===== config.mk =====
export PLATFORM = sky130hd
export DESIGN_NAME = pwm_pulse_decoder
export DESIGN_NICKNAME = d
export VERILOG_FILES = /design/src/rtl/pwm_pulse_decoder.sv
export SDC_FILE = /design/constraint.sdc
export NUM_CORES = 1
export LEC_CHECK = 0
export CORE_MARGIN = 2
export CORE_UTILIZATION = 45
export DETAILED_ROUTE_END_ITERATION = 8
export DONT_BUFFER_PORTS = 1
export SLEW_MARGIN = 15
export SYNTH_ARGS = -nofsm -noshare
export SYNTH_HDL_FRONTEND = slang
export SYNTH_SLANG_ARGS = --single-unit

===== constraint.sdc =====
create_clock -name clk -period 4.6 [get_ports clk]
set_input_delay 0.46 -clock clk [delete_from_list [all_inputs] [get_ports clk]]
set_output_delay 0.46 -clock clk [all_outputs]
set_load 0.05 [all_outputs]

===== src/rtl/pwm_pulse_decoder.sv =====
// -----------------------------------------------------------------------------
// pwm_pulse_decoder
//   Receive side of the servo-style PWM link. Measures the high time of each
//   incoming pulse in prescaled ticks and turns it into a 2-bit drive
//   instruction (10 back, 11 stop, 01 forward). Malformed pulses (too short or
//   too long) and loss of signal force the instruction back to stop.
//
// Ports
//   clk      in   system clock
//   reset    in   synchronous active-high reset
//   pwm_in   in   asynchronous PWM pin
//   instr    out  [1:0] decoded instruction
//   valid    out  one-clk pulse when instr is updated from a legal pulse
//   err      out  one-clk pulse when a pulse is rejected
//   timeout  out  level, high while the signal is lost
//   width    out  [11:0] last measured pulse width in ticks
// -----------------------------------------------------------------------------
module pwm_pulse_decoder #(
    parameter int CLK_DIV   = 256,
    parameter int MIN_W     = 100,
    parameter int TH_BS     = 192,
    parameter int TH_SF     = 269,
    parameter int MAX_W     = 400,
    parameter int PERIOD_TO = 4000
) (
    input  logic        clk,
    input  logic        reset,
    input  logic        pwm_in,
    output logic [1:0]  instr,
    output logic        valid,
    output logic        err,
    output logic        timeout,
    output logic [11:0] width
);

    localparam int PW = (CLK_DIV > 1) ? $clog2(CLK_DIV) : 1;

    localparam logic [1:0] ST_WAIT_LOW  = 2'd0;
    localparam logic [1:0] ST_WAIT_RISE = 2'd1;
    localparam logic [1:0] ST_MEASURE   = 2'd2;
    localparam logic [1:0] ST_DECIDE    = 2'd3;

    localparam logic [1:0] INSTR_BACK = 2'b10;
    localparam logic [1:0] INSTR_STOP = 2'b11;
    localparam logic [1:0] INSTR_FWD  = 2'b01;

    localparam logic [11:0] MIN_W_C   = 12'(MIN_W);
    localparam logic [11:0] TH_BS_C   = 12'(TH_BS);
    localparam logic [11:0] TH_SF_C   = 12'(TH_SF);
    localparam logic [11:0] MAX_W_C   = 12'(MAX_W);
    localparam logic [11:0] MAX_OVF_C = 12'(MAX_W + 1);
    localparam logic [11:0] PER_TO_C  = 12'(PERIOD_TO);
    localparam logic [11:0] SAT_C     = 12'hFFF;

    // ------------------------------------------------------------------
    // Input conditioning. The chain resets to 1 so that a pin already high
    // when reset releases never looks like a rising edge; the FSM only arms
    // after a genuine low has been observed.
    // ------------------------------------------------------------------
    logic sync_meta_q, s_q, s_dly_q;
    logic rise, fall;

    always_ff @(posedge clk) begin
        if (reset) begin
            sync_meta_q <= 1'b1;
            s_q         <= 1'b1;
            s_dly_q     <= 1'b1;
        end else begin
            sync_meta_q <= pwm_in;
            s_q         <= sync_meta_q;
            s_dly_q     <= s_q;
        end
    end

    assign rise = s_q & ~s_dly_q;
    assign fall = ~s_q & s_dly_q;

    // ------------------------------------------------------------------
    // Free-running tick prescaler (never realigned to pulse edges)
    // ------------------------------------------------------------------
    logic [PW-1:0] pre_q, pre_d;
    logic          tick;

    assign tick = (pre_q == PW'(CLK_DIV - 1));

    always_comb begin
        pre_d = tick ? '0 : pre_q + 1'b1;
    end

    // ------------------------------------------------------------------
    // Measurement FSM, period watchdog and output registers
    // ------------------------------------------------------------------
    logic [1:0]  state_q, state_d;
    logic [11:0] wcnt_q, wcnt_d;
    logic [11:0] pcnt_q, pcnt_d;
    logic [1:0]  instr_q, instr_d;
    logic        valid_q, valid_d;
    logic        err_q, err_d;
    logic        timeout_q, timeout_d;
    logic [11:0] width_q, width_d;

    always_comb begin
        state_d   = state_q;
        wcnt_d    = wcnt_q;
        pcnt_d    = pcnt_q;
        instr_d   = instr_q;
        valid_d   = 1'b0;
        err_d     = 1'b0;
        timeout_d = timeout_q;
        width_d   = width_q;

        // Watchdog first so that the FSM below can override it. A rise in the
        // same cycle as the expiry clears the counter and suppresses timeout.
        if (rise) begin
            pcnt_d = '0;
        end else if (tick && (pcnt_q != PER_TO_C)) begin
            pcnt_d = pcnt_q + 12'd1;
            if (pcnt_q == PER_TO_C - 12'd1) begin
                timeout_d = 1'b1;
                instr_d   = INSTR_STOP;
            end
        end

        case (state_q)
            ST_WAIT_LOW: begin
                if (!s_q) begin
                    state_d = ST_WAIT_RISE;
                end
            end
            ST_WAIT_RISE: begin
                if (rise) begin
                    wcnt_d  = '0;
                    state_d = ST_MEASURE;
                end
            end
            ST_MEASURE: begin
                // The tick of the fall cycle is counted before DECIDE compares.
                if (tick && (wcnt_q != SAT_C)) begin
                    wcnt_d = wcnt_q + 12'd1;
                end
                if (fall) begin
                    state_d = ST_DECIDE;
                end else if (wcnt_d == MAX_OVF_C) begin
                    err_d   = 1'b1;
                    instr_d = INSTR_STOP;
                    width_d = MAX_OVF_C;
                    state_d = ST_WAIT_LOW;
                end
            end
            default: begin // ST_DECIDE
                width_d = wcnt_q;
                state_d = ST_WAIT_RISE;
                if ((wcnt_q < MIN_W_C) || (wcnt_q > MAX_W_C)) begin
                    err_d = 1'b1;
                end else begin
                    valid_d   = 1'b1;
                    timeout_d = 1'b0;
                    if (wcnt_q < TH_BS_C) begin
                        instr_d = INSTR_BACK;
                    end else if (wcnt_q < TH_SF_C) begin
                        instr_d = INSTR_STOP;
                    end else begin
                        instr_d = INSTR_FWD;
                    end
                end
                // A one-clk low gap would otherwise lose the next rise.
                if (rise) begin
                    wcnt_d  = '0;
                    state_d = ST_MEASURE;
                end
            end
        endcase
    end

    always_ff @(posedge clk) begin
        if (reset) begin
            pre_q     <= '0;
            state_q   <= ST_WAIT_LOW;
            wcnt_q    <= '0;
            pcnt_q    <= '0;
            instr_q   <= INSTR_STOP;
            valid_q   <= 1'b0;
            err_q     <= 1'b0;
            timeout_q <= 1'b0;
            width_q   <= '0;
        end else begin
            pre_q     <= pre_d;
            state_q   <= state_d;
            wcnt_q    <= wcnt_d;
            pcnt_q    <= pcnt_d;
            instr_q   <= instr_d;
            valid_q   <= valid_d;
            err_q     <= err_d;
            timeout_q <= timeout_d;
            width_q   <= width_d;
        end
    end

    assign instr   = instr_q;
    assign valid   = valid_q;
    assign err     = err_q;
    assign timeout = timeout_q;
    assign width   = width_q;

endmodule


After elaboration in Yosys (flattened, before gate mapping)
Index checks and enable logic that the tools add are counted.
{"block": "op_classes", "addsub": 3, "order_cmp": 4, "eq_ne": 12, "n_mux": 32, "bitwise_logic": 6, "n_reduce_logical": 13}
{"operator": "12-bit 2-to-1 mux", "n": 5}
{"operator": "12-bit one-hot mux with 2 select lines", "n": 2}
{"operator": "2-bit 2-to-1 mux", "n": 13}
{"operator": "12-bit by 1-bit adder with 12-bit output, second input constant", "n": 2}
{"operator": "12-bit != test, second input constant", "n": 2}
{"operator": "12-bit equality test, second input constant", "n": 1}
{"operator": "12-bit by 9-bit equality test with 1-bit output, second input constant", "n": 1}
{"operator": "12-bit by 9-bit > comparator with 1-bit output, second input constant", "n": 1}
{"operator": "12-bit by 7-bit < comparator with 1-bit output, second input constant", "n": 1}
{"operator": "12-bit by 8-bit < comparator with 1-bit output, second input constant", "n": 1}
{"operator": "12-bit by 9-bit < comparator with 1-bit output, second input constant", "n": 1}
{"operator": "1-bit 2-to-1 mux", "n": 9}
{"operator": "8-bit by 1-bit adder with 8-bit output, second input constant", "n": 1}
{"operator": "8-bit equality test, second input constant", "n": 1}
{"operator": "2-bit != test, second input constant", "n": 4}
{"operator": "2-bit one-hot mux with 3 select lines", "n": 1}
{"operator": "3-bit AND reduction", "n": 2}
{"operator": "2-bit OR reduction", "n": 3}
{"operator": "1-bit NOT", "n": 4}
{"operator": "2-bit one-hot mux with 2 select lines", "n": 1}
{"operator": "4-bit OR reduction", "n": 1}
{"operator": "3-bit != test, second input constant", "n": 1}
{"operator": "3-bit OR reduction", "n": 1}
{"operator": "1-bit bitwise AND", "n": 2}
{"operator": "8 further kinds", "n": 9}
{"block": "totals", "regBits": 54, "inputBits": 3, "out_inout_bits": 17, "wordCells": 82}

Depth between registers and ports, before layout
{"block": "depth", "depth_word": 8, "mapped_depth": 9, "mapped_depth_nobuf": 8}

Least setup slack after synthesis
OpenSTA, ideal clock, no wires.
{"block": "synth_path", "path_type": "register to register", "startpoint": "register wcnt_q[5]", "endpoint": "register state_q[1]", "setup_ns": 0.134, "t_arrival_ns": 2.117, "required_ns": 4.466, "setup_slack_ns": 2.349, "path_stages_with_launch": 9, "path_buffers": 2, "synth_period_minus_slack_ns": 2.251, "cell_sequence": "dfxtp_1 > buf_2 > nand4_1 > or2_2 > nor3_2 > mux2_4 > nor4_4 > buf_6 > o22ai_1"}
{"block": "synth_between", "elab_chain_cells": 7, "elab_cells_between_ends": 8, "cone_classes": "1 x add/sub; 3 x eq/ne; 2 x mux; 2 x reduce/logical"}
{"item": "start, declared", "line": "94", "source": "logic [11:0] wcnt_q, wcnt_d;"}
{"item": "start signal, assigned", "line": "189", "source": "wcnt_q <= wcnt_d;"}
{"item": "branches (longest 2 deep; another with 12-bit by 1-bit adder with 12-bit output)"}
{"item": "12-bit 2-to-1 mux *", "line": "138", "source": "if (tick && (wcnt_q != SAT_C)) begin"}
{"item": "12-bit 2-to-1 mux *", "line": "124", "source": "case (state_q)"}
{"item": "12-bit by 9-bit equality test with 1-bit output *", "line": "143", "source": "end else if (wcnt_d == MAX_OVF_C) begin"}
{"item": "3-bit != test (no line) *"}
{"item": "3-bit AND reduction (no line) *"}
{"item": "end signal, assigned", "line": "188", "source": "state_q <= state_d;"}
{"item": "end, declared", "line": "93", "source": "logic [1:0] state_q, state_d;"}
Mark *: on every way between the ends. The select of a mux whose other input is x is not followed.
A chain may end at the register's enable or synchronous reset.

Worst setup path in the final report
{"block": "layout_path", "startpoint": "register wcnt_q[1]", "endpoint": "register state_q[1]"}
Same word-level chain as after synthesis.

==> metrics.csv <==
metric;value;unit
cpMostUsedCell;nor4_4;
clk_pin_slew;0.09;ns
synth-warning-count;0;
area_delta_synth_final;2.10;%
postRouteWirelength;6390;um
min-delay-start;reset;
worst_slew_pin_slew;0.954;ns
crit_path_max_incr_delay;0.75;ns
synth_area_per_cell;8.33;sq um
reg2reg_to;state_q[1];
wl_met1;3310;um
cts.sinks;54;
ctsHoldBuffers;0;
die_area;0.00730;sq mm
globalplace.congestion;0.961;
tns;0;ns
root_buffer;clkbuf_8;
report.final.slew_viol_count;0;
setup_violations;0;
power.switching;0.210;mW
clock_skew;0.00534;ns
overflow;0;
gr-usage-all-layers;0.189;
path_cells;ha_1 > nand3_4 > nor4_4 > nor2_4 > o311a_1 > nor4_4 > o22ai_1;
ff2ff_setup_slack;1.53;ns
crit_type;reg2reg;
relSlewSlack;0.359;
min_period;3.07;ns
syn_inst;358;
cp-start-kind;register;
wl_met2;2680;um
dp_cells;408;
synthFlopType;dfxtp_1;
power;0.829;mW
switching_share;0.253;
synth_edf_count;0;
topRoutingLayerUsed;met4;
dieHeight;85.4;um
drc;0;
power.internal;0.620;mW
port-buffer-count;0;
grt_pass1_vias;2321;
die_x;85.4;um
hold_path_depth;1;
async_reset_ff_frac;0;
power_leakage;1.07;nW
drive_above_1_share;0.0855;
rsz0062_at_grt;no;
rows;29;
antennaDiodeCount;0;
viasPerCell;5.86;
period_share;0.667;
post-cts-setup-buffer-count;0;
ys_ff_latch;54;
endpoint_kind;register;
final_nets;346;
start_util;0.467;
syn_nets;366;
drt_iter0_markers;142;
ir_drop;0.000170;V
ant_nets;0;
critPathMaxFanout;15;
synth_area;0.00298;sq mm
critPathSlowestCell;nor4_4;
routed-via-count;2436;
dr.pass1.iters;4;
grt_max_degree;60;
seq_power_share;0.637;
powerDensity;272;mW/mm^2
r2r_cells;7;
fmax;0.326;GHz
clkPwrFrac;0.326;
yosysUniqueCellTypes;60;
ioPinCount;20;
clock_latency;0.31;ns
holdPathEnd;wcnt_q[1];
required;4.76;ns
worstReg2RegStart;wcnt_q[1];
combPwrFrac;0.037;
drv_cap;0;
cts-htree-levels;2;
num-fill-cells;658;
cts_buffers;5;
hpwlAfterDp;4430;um
cts_tree;done;
coreArea;0.00639;sq mm
routed-wl-met3;324;um
finalNonFillerCells;416;
cp.arrival;3.23;ns
cts_buffer_depth;2;
routedWlPerCell;15.4;um
final_core_util;0.477;
seq_area_frac_synth;0.362;
hold_violations;0;
status;finished, final reports clean;
hp-class;in2reg;
cts.repair.resized;0;
grt_pass1_wl;11200;um
antenna_found_initial;0;
==> worst max-delay path by stage <==
| stage | from | endpoint | slack (ns) | depth (start not counted) |
|---|---|---|---|---|
| 2_1_floorplan | wcnt_q[5] | state_q[1] | 2.35 | 8 |
| 3_3_place_gp | wcnt_q[0] | state_q[1] | 1.58 | 7 |
| 3_5_place_dp | wcnt_q[0] | state_q[1] | 1.49 | 7 |
| 4_1_cts | wcnt_q[0] | state_q[1] | 1.48 | 7 |
| 5_1_grt | wcnt_q[1] | state_q[1] | 1.27 | 7 |
| 6_report | wcnt_q[1] | state_q[1] | 1.53 | 7 |
==> area by class of cell <==
| cell class | instances | area [sq um] | share of cell area |
|---|---|---|---|
| clock inverters | 1 | 5.00 | 0.00164 |
| repair buffers | 2 | 15.0 | 0.00493 |
| multi-input cells | 257 | 1690 | 0.556 |
| flip-flops and latches | 54 | 1080 | 0.355 |
| clock buffers | 7 | 86.3 | 0.0283 |
| well taps | 77 | 96.3 | 0.0316 |
| inverters | 18 | 67.6 | 0.0222 |
==> sequential cells by signal, indices dropped and copies added, names as in the netlist <==
signal	cells
instr	2
sync_meta_q	1
s_dly_q	1
err	1
wcnt_q	12
valid	1
state_q	2
timeout	1
width	12
pre_q	8
pcnt_q	12
s_q	1
==> synth_stat cells (4+ instances only) <==
| cell type | count | share of area |
|---|---|---|
| a21oi_1 | 11 | 0.018 |
| and2_1 | 4 | 0.0084 |
| buf_2 | 7 | 0.012 |
| clkbuf_1 | 17 | 0.021 |
| dfxtp_1 | 54 | 0.36 |
| ha_1 | 5 | 0.021 |
| inv_1 | 18 | 0.023 |
| mux2i_1 | 4 | 0.013 |
| nand2_1 | 23 | 0.029 |
| nand2b_1 | 5 | 0.010 |
| nand3_1 | 11 | 0.018 |
| nand3b_1 | 8 | 0.020 |
| nor2_1 | 40 | 0.050 |
| nor3_1 | 22 | 0.037 |
| nor4_1 | 5 | 0.010 |
| o21a_1 | 5 | 0.013 |
| o21ai_0 | 9 | 0.015 |
| o31a_1 | 8 | 0.023 |
| o41ai_1 | 8 | 0.023 |
| or2_2 | 9 | 0.019 |
| or4_1 | 4 | 0.010 |
| xnor2_1 | 10 | 0.029 |
| xor2_1 | 11 | 0.032 |
==> logic make-up after synthesis <==
family	synth area share
AND/OR/NAND/NOR	0.310
multiplexers	0.0185
XOR/XNOR	0.0617
flip-flops	0.362
buffers and inverters	0.0696
adder cells (fa/ha/maj)	0.0210
AO/OA/AOI/OAI	0.157
==> cell usage in the layout, fill, tap and decap left out, types with 9 or more instances in the layout <==
master   Yosys  final
a21oi_1     11     11
dfxtp_1     54     54
inv_1       18     18
nand2_1     23     23
nand3_1     11     11
nor2_1      40     40
nor3_1      22     22
o21ai_0      9      9
or2_2        9      9
xnor2_1     10     10
xor2_1      11     11
==> worst max-delay path, delay by kind of cell, from the launching register on <==
| family | cells | cell delay (ns) |
|---|---|---|
| simple gates | 4 | 1.43 |
| fa+ha+maj | 1 | 0.43 |
| compound gates | 2 | 0.55 |
| flops | 1 | 0.49 |
==> routing by layer <==
layer  up-vias  global-route usage
li1       1231                   -
met1      1139               0.280
met2        57               0.278
met3         9              0.0350
met4         0              0.0577
met5         -                   0
==> stage by stage <==
| stage | hold slack [ns] | setup WS (ns) | instance area [sq um] |
|---|---|---|---|
| 2_1_floorplan | 0.389 | 2.35 | 2980 |
| 3_3_place_gp | 0.404 | 1.58 | 2950 |
| 3_5_place_dp | 0.402 | 1.49 | 2950 |
| 4_1_cts | 0.206 | 1.48 | 3050 |
| 5_1_grt | 0.196 | 1.27 | 3050 |
| 6_report | 0.227 | 1.53 | 3050 |
==> power groups by stage <==
| stage | clock (mW) | combinational, mW | sequential, mW |
|---|---|---|---|
| floorplan | 0 | 0.0352 | 0.534 |
| global placement | 0 | 0.0306 | 0.539 |
| detailed placement | 0 | 0.0314 | 0.539 |
| CTS | 0.280 | 0.0315 | 0.528 |
| global route | 0.297 | 0.0371 | 0.529 |
| finish | 0.270 | 0.0308 | 0.528 |
Power figures use the tool's default switching activity.
